File: config.mk
export PLATFORM = sky130hd
export DESIGN_NAME = uart_tx_batcher_flat
export DESIGN_NICKNAME = d
export VERILOG_FILES = /design/src/rtl/uart_tx_batcher_if.sv /design/src/rtl/uart_tx_batcher.sv /design/src/flat_wrapper.sv
export SDC_FILE = /design/constraint.sdc
export NUM_CORES = 1
export LEC_CHECK = 0
export ABC_AREA = 1
export CORE_MARGIN = 10
export CORE_UTILIZATION = 45
export DETAILED_ROUTE_END_ITERATION = 7
export GPL_TIMING_DRIVEN = 0
export PLACE_DENSITY = 0.71
export SLEW_MARGIN = 5
export SYNTH_ARGS = -nofsm -noshare
export SYNTH_HDL_FRONTEND = slang
export SYNTH_SLANG_ARGS = --single-unit
export TNS_END_PERCENT = 1
File: constraint.sdc
create_clock -name clk -period 6.5 [get_ports clk]
set_input_delay 0.975 -clock clk [delete_from_list [all_inputs] [get_ports clk]]
set_output_delay 0.975 -clock clk [all_outputs]
set_load 0.01 [all_outputs]
File: src/rtl/uart_tx_batcher_if.sv
// ---------------------------------------------------------------------------
// uart_tx_batcher_if
//
// Bundles the producer handshake, the uart-facing batch bus and the status
// outputs of uart_tx_batcher into one interface.
//
//   Producer side : in_valid, in_num[15:0], in_ready, flush
//   Uart side     : tx_nums[N_TX_NUMS][16], send_data, tx_ready
//   Status        : fifo_count[$clog2(FIFO_DEPTH):0], overflow
//
// modport slave  - seen by the batcher (drives in_ready, tx_nums, send_data,
//                  fifo_count, overflow).
// modport master - seen by the environment (producer plus uart).
// ---------------------------------------------------------------------------
interface uart_tx_batcher_if #(
    parameter int N_TX_NUMS  = 1,
    parameter int FIFO_DEPTH = 16
);
    localparam int CW = $clog2(FIFO_DEPTH) + 1;

    logic                        in_valid;
    logic [15:0]                 in_num;
    logic                        in_ready;
    logic                        flush;
    logic [N_TX_NUMS-1:0][15:0]  tx_nums;
    logic                        send_data;
    logic                        tx_ready;
    logic [CW-1:0]               fifo_count;
    logic                        overflow;

    modport master (
        output in_valid, in_num, flush, tx_ready,
        input  in_ready, tx_nums, send_data, fifo_count, overflow
    );

    modport slave (
        input  in_valid, in_num, flush, tx_ready,
        output in_ready, tx_nums, send_data, fifo_count, overflow
    );
endinterface

File: src/rtl/uart_tx_batcher.sv
// ---------------------------------------------------------------------------
// uart_tx_batcher
//
// Buffers 16-bit words from a producer in a FIFO and hands them to a uart
// transmitter in batches of N_TX_NUMS words.  A batch is launched when enough
// words are buffered, or earlier when a flush has been requested (missing
// words are then sent as zero).
//
// Ports
//   clk    - single clock, rising edge
//   reset  - synchronous, active-high
//   bus    - uart_tx_batcher_if.slave:
//              in_valid/in_num/in_ready : producer handshake
//              flush                    : one-cycle partial-batch request
//              tx_nums                  : batch presented to the uart
//              send_data                : one-cycle start strobe to the uart
//              tx_ready                 : uart idle
//              fifo_count               : words currently buffered
//              overflow                 : sticky, a write was dropped
//
// Parameters
//   N_TX_NUMS  - words per batch (must match the uart)
//   FIFO_DEPTH - FIFO capacity, power of two, >= 2 and >= N_TX_NUMS
//
// Transfer sequence: IDLE -> LOAD (N_TX_NUMS cycles, one word per cycle)
// -> SEND (send_data high) -> WAIT (until tx_ready) -> IDLE.
// ---------------------------------------------------------------------------
module uart_tx_batcher #(
    parameter int N_TX_NUMS  = 1,
    parameter int FIFO_DEPTH = 16
) (
    input  logic               clk,
    input  logic               reset,
    uart_tx_batcher_if.slave   bus
);
    localparam int CW = $clog2(FIFO_DEPTH) + 1;   // count width (holds FIFO_DEPTH)
    localparam int PW = $clog2(FIFO_DEPTH);       // pointer width, wraps naturally

    localparam logic [CW-1:0] DEPTH_C = CW'(FIFO_DEPTH);
    localparam logic [CW-1:0] N_C     = CW'(N_TX_NUMS);
    localparam logic [CW-1:0] LAST_C  = CW'(N_TX_NUMS - 1);

    typedef enum logic [1:0] {
        IDLE = 2'd0,
        LOAD = 2'd1,
        SEND = 2'd2,
        WAIT = 2'd3
    } state_t;

    // ------------------------------------------------------------------
    // State
    // ------------------------------------------------------------------
    state_t                     state_reg;
    logic [CW-1:0]              load_idx_reg;    // word slot being filled in LOAD
    logic [CW-1:0]              load_avail_reg;  // words to pop in this LOAD
    logic                       flush_pending_reg;
    logic                       send_data_reg;

    logic [15:0]                mem [FIFO_DEPTH];
    logic [PW-1:0]              wr_ptr_reg;
    logic [PW-1:0]              rd_ptr_reg;
    logic [CW-1:0]              count_reg;
    logic                       overflow_reg;

    logic [N_TX_NUMS-1:0][15:0] tx_nums_w;

    // ------------------------------------------------------------------
    // Combinational control
    // ------------------------------------------------------------------
    logic        in_ready;
    logic        push;
    logic        pop;
    logic        start_load;
    logic [15:0] head;

    assign in_ready = (count_reg < DEPTH_C);
    assign push     = bus.in_valid && in_ready;

    // Only the words present when LOAD began are popped; slots beyond that
    // (flushed partial batch) are filled with zero instead.  Words pushed
    // during LOAD therefore stay in the FIFO for the next batch.
    assign pop      = (state_reg == LOAD) && (load_idx_reg < load_avail_reg);
    assign head     = mem[rd_ptr_reg];

    assign start_load = bus.tx_ready &&
                        ((count_reg >= N_C) ||
                         (flush_pending_reg && (count_reg != '0)));

    // ------------------------------------------------------------------
    // FIFO storage (no reset: contents are meaningless once pointers clear)
    // ------------------------------------------------------------------
    always_ff @(posedge clk) begin
        if (push) begin
            mem[wr_ptr_reg] <= bus.in_num;
        end
    end

    // ------------------------------------------------------------------
    // FIFO pointers, occupancy and overflow flag
    // ------------------------------------------------------------------
    always_ff @(posedge clk) begin
        if (reset) begin
            wr_ptr_reg   <= '0;
            rd_ptr_reg   <= '0;
            count_reg    <= '0;
            overflow_reg <= 1'b0;
        end else begin
            if (push) begin
                wr_ptr_reg <= wr_ptr_reg + PW'(1);
            end
            if (pop) begin
                rd_ptr_reg <= rd_ptr_reg + PW'(1);
            end
            // Simultaneous push and pop leaves the count unchanged.
            count_reg <= count_reg + CW'(push) - CW'(pop);
            if (bus.in_valid && !in_ready) begin
                overflow_reg <= 1'b1;
            end
        end
    end

    // ------------------------------------------------------------------
    // Transfer FSM
    // ------------------------------------------------------------------
    always_ff @(posedge clk) begin
        if (reset) begin
            state_reg         <= IDLE;
            load_idx_reg      <= '0;
            load_avail_reg    <= '0;
            flush_pending_reg <= 1'b0;
            send_data_reg     <= 1'b0;
        end else begin
            send_data_reg <= 1'b0;

            // A flush on an empty FIFO has nothing to send and is dropped.
            if (bus.flush && (count_reg != '0)) begin
                flush_pending_reg <= 1'b1;
            end

            case (state_reg)
                IDLE: begin
                    if (start_load) begin
                        state_reg         <= LOAD;
                        load_idx_reg      <= '0;
                        load_avail_reg    <= (count_reg >= N_C) ? N_C : count_reg;
                        // Entering LOAD consumes the pending flush; a flush
                        // arriving on this same edge is covered by this batch.
                        flush_pending_reg <= 1'b0;
                    end
                end

                LOAD: begin
                    if (load_idx_reg == LAST_C) begin
                        state_reg     <= SEND;
                        send_data_reg <= 1'b1;
                    end else begin
                        load_idx_reg <= load_idx_reg + CW'(1);
                    end
                end

                SEND: begin
                    state_reg <= WAIT;
                end

                WAIT: begin
                    if (bus.tx_ready) begin
                        state_reg <= IDLE;
                    end
                end

                default: begin
                    state_reg <= IDLE;
                end
            endcase
        end
    end

    // ------------------------------------------------------------------
    // Batch registers: slot gi is written only in LOAD cycle gi, so the
    // batch stays stable from the end of LOAD until the next LOAD.
    // ------------------------------------------------------------------
    for (genvar gi = 0; gi < N_TX_NUMS; gi++) begin : g_word
        logic [15:0] word_reg;

        always_ff @(posedge clk) begin
            if (reset) begin
                word_reg <= 16'h0000;
            end else if ((state_reg == LOAD) && (load_idx_reg == CW'(gi))) begin
                word_reg <= pop ? head : 16'h0000;
            end
        end

        assign tx_nums_w[gi] = word_reg;
    end

    // ------------------------------------------------------------------
    // Outputs
    // ------------------------------------------------------------------
    assign bus.in_ready   = in_ready;
    assign bus.tx_nums    = tx_nums_w;
    assign bus.send_data  = send_data_reg;
    assign bus.fifo_count = count_reg;
    assign bus.overflow   = overflow_reg;

endmodule

File: src/flat_wrapper.sv
// flat-port wrapper written by rule: the top's interface ports become plain ports
module uart_tx_batcher_flat 
#(
    parameter int N_TX_NUMS  = 1,
    parameter int FIFO_DEPTH = 16
)
  (clk, reset, bus_in_valid, bus_in_num, bus_flush, bus_tx_ready, bus_in_ready, bus_tx_nums, bus_send_data, bus_fifo_count, bus_overflow);
  uart_tx_batcher_if #(.N_TX_NUMS(N_TX_NUMS), .FIFO_DEPTH(FIFO_DEPTH)) bus_i ();
  input  logic clk;
  input  logic reset;
  input wire logic [$bits(bus_i.in_valid)-1:0] bus_in_valid;
  input wire logic [$bits(bus_i.in_num)-1:0] bus_in_num;
  input wire logic [$bits(bus_i.flush)-1:0] bus_flush;
  input wire logic [$bits(bus_i.tx_ready)-1:0] bus_tx_ready;
  output wire logic [$bits(bus_i.in_ready)-1:0] bus_in_ready;
  output wire logic [$bits(bus_i.tx_nums)-1:0] bus_tx_nums;
  output wire logic [$bits(bus_i.send_data)-1:0] bus_send_data;
  output wire logic [$bits(bus_i.fifo_count)-1:0] bus_fifo_count;
  output wire logic [$bits(bus_i.overflow)-1:0] bus_overflow;
  assign bus_i.in_valid = bus_in_valid;
  assign bus_i.in_num = bus_in_num;
  assign bus_i.flush = bus_flush;
  assign bus_i.tx_ready = bus_tx_ready;
  assign bus_in_ready = bus_i.in_ready;
  assign bus_tx_nums = bus_i.tx_nums;
  assign bus_send_data = bus_i.send_data;
  assign bus_fifo_count = bus_i.fifo_count;
  assign bus_overflow = bus_i.overflow;
  uart_tx_batcher #(.N_TX_NUMS(N_TX_NUMS), .FIFO_DEPTH(FIFO_DEPTH)) u_core (.clk(clk), .reset(reset), .bus(bus_i));
endmodule
Word-level counts from Yosys, hierarchy flattened. Memories as Yosys holds them, arrays and structs flattened. A register that Yosys moved wholly into a read port is not among the register bits. Index checks and enable logic that the tools add are counted.

$add $sub $neg: 5. Magnitude comparators: 3. Equal/unequal tests: 7. Muxes and demuxes: 17. Bitwise operators: 1. Reductions and logical operators: 17.

Operators by type and width (count): 16-bit two-way mux (1); 5-bit two-way mux (3); 5-bit one-hot mux with 2 select lines (1); 4-bit by 1-bit adder with 4-bit output, second input constant (2); 4-bit two-way mux (2); 2-bit one-hot mux with 4 select lines (1); 1-bit logical AND (7); 1-bit two-way mux (6); 2-bit two-way mux (3); 2-bit != test, second input constant (3); 3-bit AND reduction (2); 5-bit by 1-bit adder with 5-bit output (1); 5-bit by 1-bit adder with 5-bit output, second input constant (1); 5-bit by 1-bit >= comparator with 1-bit output, second input constant (1); 5-bit logical NOT (1); 5-bit < comparator (1); 5-bit < comparator, second input constant (1); 5-bit nonzero test (1); 5-bit by 1-bit subtractor with 5-bit output (1); 2-bit == test, second input constant (2); 2-bit by 1-bit == test with 1-bit output, second input constant (1); 2-bit logical NOT (1); 2-bit by 1-bit != test with 1-bit output, second input constant (1); 2-bit AND reduction (1); 5 further kinds (5).

Flip-flop bits (word level): 44. Memory bits (writable): 256. Input bits: 21. Word-level logic and storage cells: 61. Memories kept: 1.

Memory list: u_core.mem (words 16, width 16, read ports 1, clocked after Yosys merged registers in 1, wr ports 1, RTL line uart_tx_batcher.sv:59) `logic [15:0] mem [FIFO_DEPTH];`.

Longest topological paths before layout.
Word-level depth: 6. Gate-level depth with buffers: 17.

Least setup slack after synthesis. OpenSTA, ideal clock, no wires.

Kind: in2reg. Start point: input port bus_in_valid. End point: memory u_core.mem[11][0], enable pin. Setup time: 0.388 ns. Arrival: 2.257 ns. Required time: 6.112 ns. Path slack: 3.854 ns. Stages on the path: 6. Cell sequence: inv_1 nor2_1 inv_1 nor2_1 nand2_1 nor2_1.

Longest elaborated chain between the ends: 3.

RTL lines: start: declaration (RTL line flat_wrapper.sv:11) `input wire logic [$bits(bus_i.in_valid)-1:0] bus_in_valid;`; 1-bit logical AND (RTL line uart_tx_batcher.sv:77) `assign push = bus.in_valid && in_ready;`; net u_core.push (RTL line uart_tx_batcher.sv:71) `logic push;`; 1-bit two-way mux (RTL line uart_tx_batcher.sv:93) `if (push) begin`; 1-bit two-way mux (not written as such) (RTL line uart_tx_batcher.sv:94) `mem[wr_ptr_reg] <= bus.in_num;`; end: declaration (RTL line uart_tx_batcher.sv:59).

The timed path passes the listed nets, and every way through them passes these cells.

Final worst setup path.
Start point: input port bus_in_valid. End point: memory u_core.mem[11][5], enable pin.

Same word-level chain as after synthesis.

==> results.md <==
• multi-input gate area in the final layout: 0.003358 mm^2
• outcome: finished, final reports clean
• class of the worst hold path: flop to flop
• unrepaired setup endpoints after global routing: no
• number of setup buffers added after CTS: 0
• number of flip-flops and latches in the synthesized netlist: 304
• capturing element type of the critical path: flop
• GRT Util Overall: 17.86%
• count of nets after finishing: 1237
• max_slew headroom: 15.35%
• number of distinct standard cells referenced by the synthesized netlist: 31
• diode insertion count for antenna repair: 0
• clock latency at the later pin of the worst-skew pair: 570 ps
• detailed-route wire length: 30900 um
• number of primary I/O pins: 45
• count of mapped cells out of synthesis: 1110
• final-report hold violation count: 0
• number of sinks driven by the clock tree: 304
• vias post-DR: 8561
• clock tree from TritonCTS: yes
• sequential area share after synthesis: 69.52%
• routability-driven placement congestion ratio: 0.9960
• Synth-to-Final Area Change: 16.43%
• flip-flop count of the largest register after layout: 256
• utilization after layout: 53.45%
• residual DRC count: 0
• Num CTS Buffers: 31
• Congestion Overflow GR: 0
• kind of launch point of the worst setup path: input pin
• PortBufs: 44
• worst supply voltage drop on vdd: 0.2548 mV
• effective utilization at floorplan: 45.90%
• per-cell routed wire length: 19.47 um
• top post-synthesis cells by area: edfxtp_1 62%, nand3_1 10%, nand2_1 9.5%
• post_cts resized: 0
• die span in x: 186.3 um
• number of buffers on the longest clock path: 3
• row count: 60
• CTS root buffer: clkbuf_16
• cell taking the most area after synthesis: edfxtp_1
• max_cap viols: 0
• post-route antenna net violation count: 0
• share of layout cells above drive strength 1: 8.971%
• slowest cell delay on critical path: 920 ps
• Net Count, Synth: 1157
• Reg clk slew, reported paths: 60 ps
• leakage power of the design: 5.150 nW
• maximum clock skew at final layout: 12.48 ps
• Syn. warnings: 0
• Final HPWL DP: 20690 um
• area share of the leading cell type in the synthesized netlist: 61.79%
• arrival time at the worst endpoint: 3480 ps
• slowest stage cell on the critical path: nor2_1
• Cell Area, Placed: 0.01341 mm^2
• critical path class: input pin to flop
• Critical Path Most Common Cell: nor2_1
• largest net degree at the start of global routing: 17
• Pre-antenna DRT Iters: 5
• final max-slew violation count: 0
• Total Neg Setup Slack: 0 ps
• post-route minimum period: 3299 ps
• number of global-route vias before repair: 8240
• DR vias/cell: 5.394
• fin area: 0.01449 mm^2
• crit path cell chain: clkdlybuf4s50_1 -> inv_1 -> nor2_1 -> inv_1 -> nor2_1 -> nand2_1 -> nor2_1
• crit path max fanout: 16
• endpoint required time on the critical path: 6680 ps
• Slew @ Worst Pin: 1265 ps
• syn avg cell area: 11.21 um^2
• final hold slack: 466.2 ps
• # hold bufs at CTS: 0
• placeable core region: 0.02710 mm^2
• area occupied by registers: 0.008648 mm^2
• initial antenna violation count: 0
• H-tree levels: 1
• Reg with most FFs: u_core.mem
• highest attainable clock frequency: 0.3032 GHz
• fill cell count: 2302
• commonest cells after routing, fill and taps aside: 315 x nand2_1, 256 x edfxtp_1, 255 x nand3_1
• most common cell after layout, fill and taps aside: nand2_1
• cell area after synthesis: 0.01244 mm^2
• power per standard cell area: 363.7 mW/mm^2
• die outline area: 0.03470 mm^2
• number of setup violations in the final report: 0
• first-pass GRT wire length: 47170 um
• First DRT Iteration DRCs: 1045
• Die H: 186.3 um
• fraction of the cycle the final worst path needs: 50.75%
[critical path, delay by kind of cell]
kind	cells	cell delay [ps]
buffers and inverters	3	720
and+or+nand+nor	4	1770
[kinds of logic after synthesis]
family,Yosys count,share of synthesized area [%]
xor+xnor,4,0.2817
simple gates,620,21.52
fa+ha+maj,26,2.675
flops,304,69.52
compound gates,53,2.253
buf+inv,103,3.751
[metal layers]
layer	global-route usage, %	vias up	wire, um
met5	0	-	0
met4	6.740	0	1173
met3	2.445	77	2680
met2	27.28	360	13580
met1	25.39	4095	13460
li1	-	4029	-
[synthesized netlist by cell type, drive strengths merged]
cell type and instances:
nor3 2, nor2 43, clkbuf 14, a31oi 1, o21bai 1, buf 43
nand3 255, xnor2 1, edfxtp 256, xor2 3, o22ai 4, fa 1
nand2 316, a21boi 1, a21oi 36, ha 25, dlygate4sd1 1, dfxtp 48
o21ai 10, nand4 4, inv 45
[cell type report]
| class | instances | share of cell area (%) |
|---|---|---|
| Sequential cell | 304 | 59.70 |
| Multi-Input combinational cell | 703 | 23.18 |
| Clock buffer | 43 | 5.943 |
| Timing Repair Buffer | 47 | 3.326 |
| Tap cell | 372 | 3.213 |
| Buffer | 58 | 2.056 |
| Clock inverter | 15 | 1.408 |
| Inverter | 45 | 1.166 |
[final timing paths]
path                            cells after the start                   start  slack (ps)                  endpoint
worst min register to register                      2  u_core.bus.tx_nums[14]         470    u_core.bus.tx_nums[14]
worst max-delay path                                7            bus_in_valid        3200         u_core.mem[11][5]
worst min-delay path                                2  u_core.bus.tx_nums[14]         470    u_core.bus.tx_nums[14]
worst max register to register                     17     u_core.state_reg[1]        3710  u_core.bus.fifo_count[4]
[through the flow]
step           power [mW]  setup WS (ps)  cells
2_1_floorplan       3.056           3854   1110
3_3_place_gp        3.419           2432   1526
3_5_place_dp        3.456           2504   1529
4_1_cts             5.277           3086   1587
5_1_grt             5.523           2967   1587
6_report            5.268           3201   1587
[report_power, final]
| part | switching, mW | internal (mW) |
|---|---|---|
| Combinational | 0.810 | 0.366 |
| Sequential | 0.0510 | 2.21 |
| Clock | 0.746 | 1.09 |
Power figures use the tool's default switching activity.
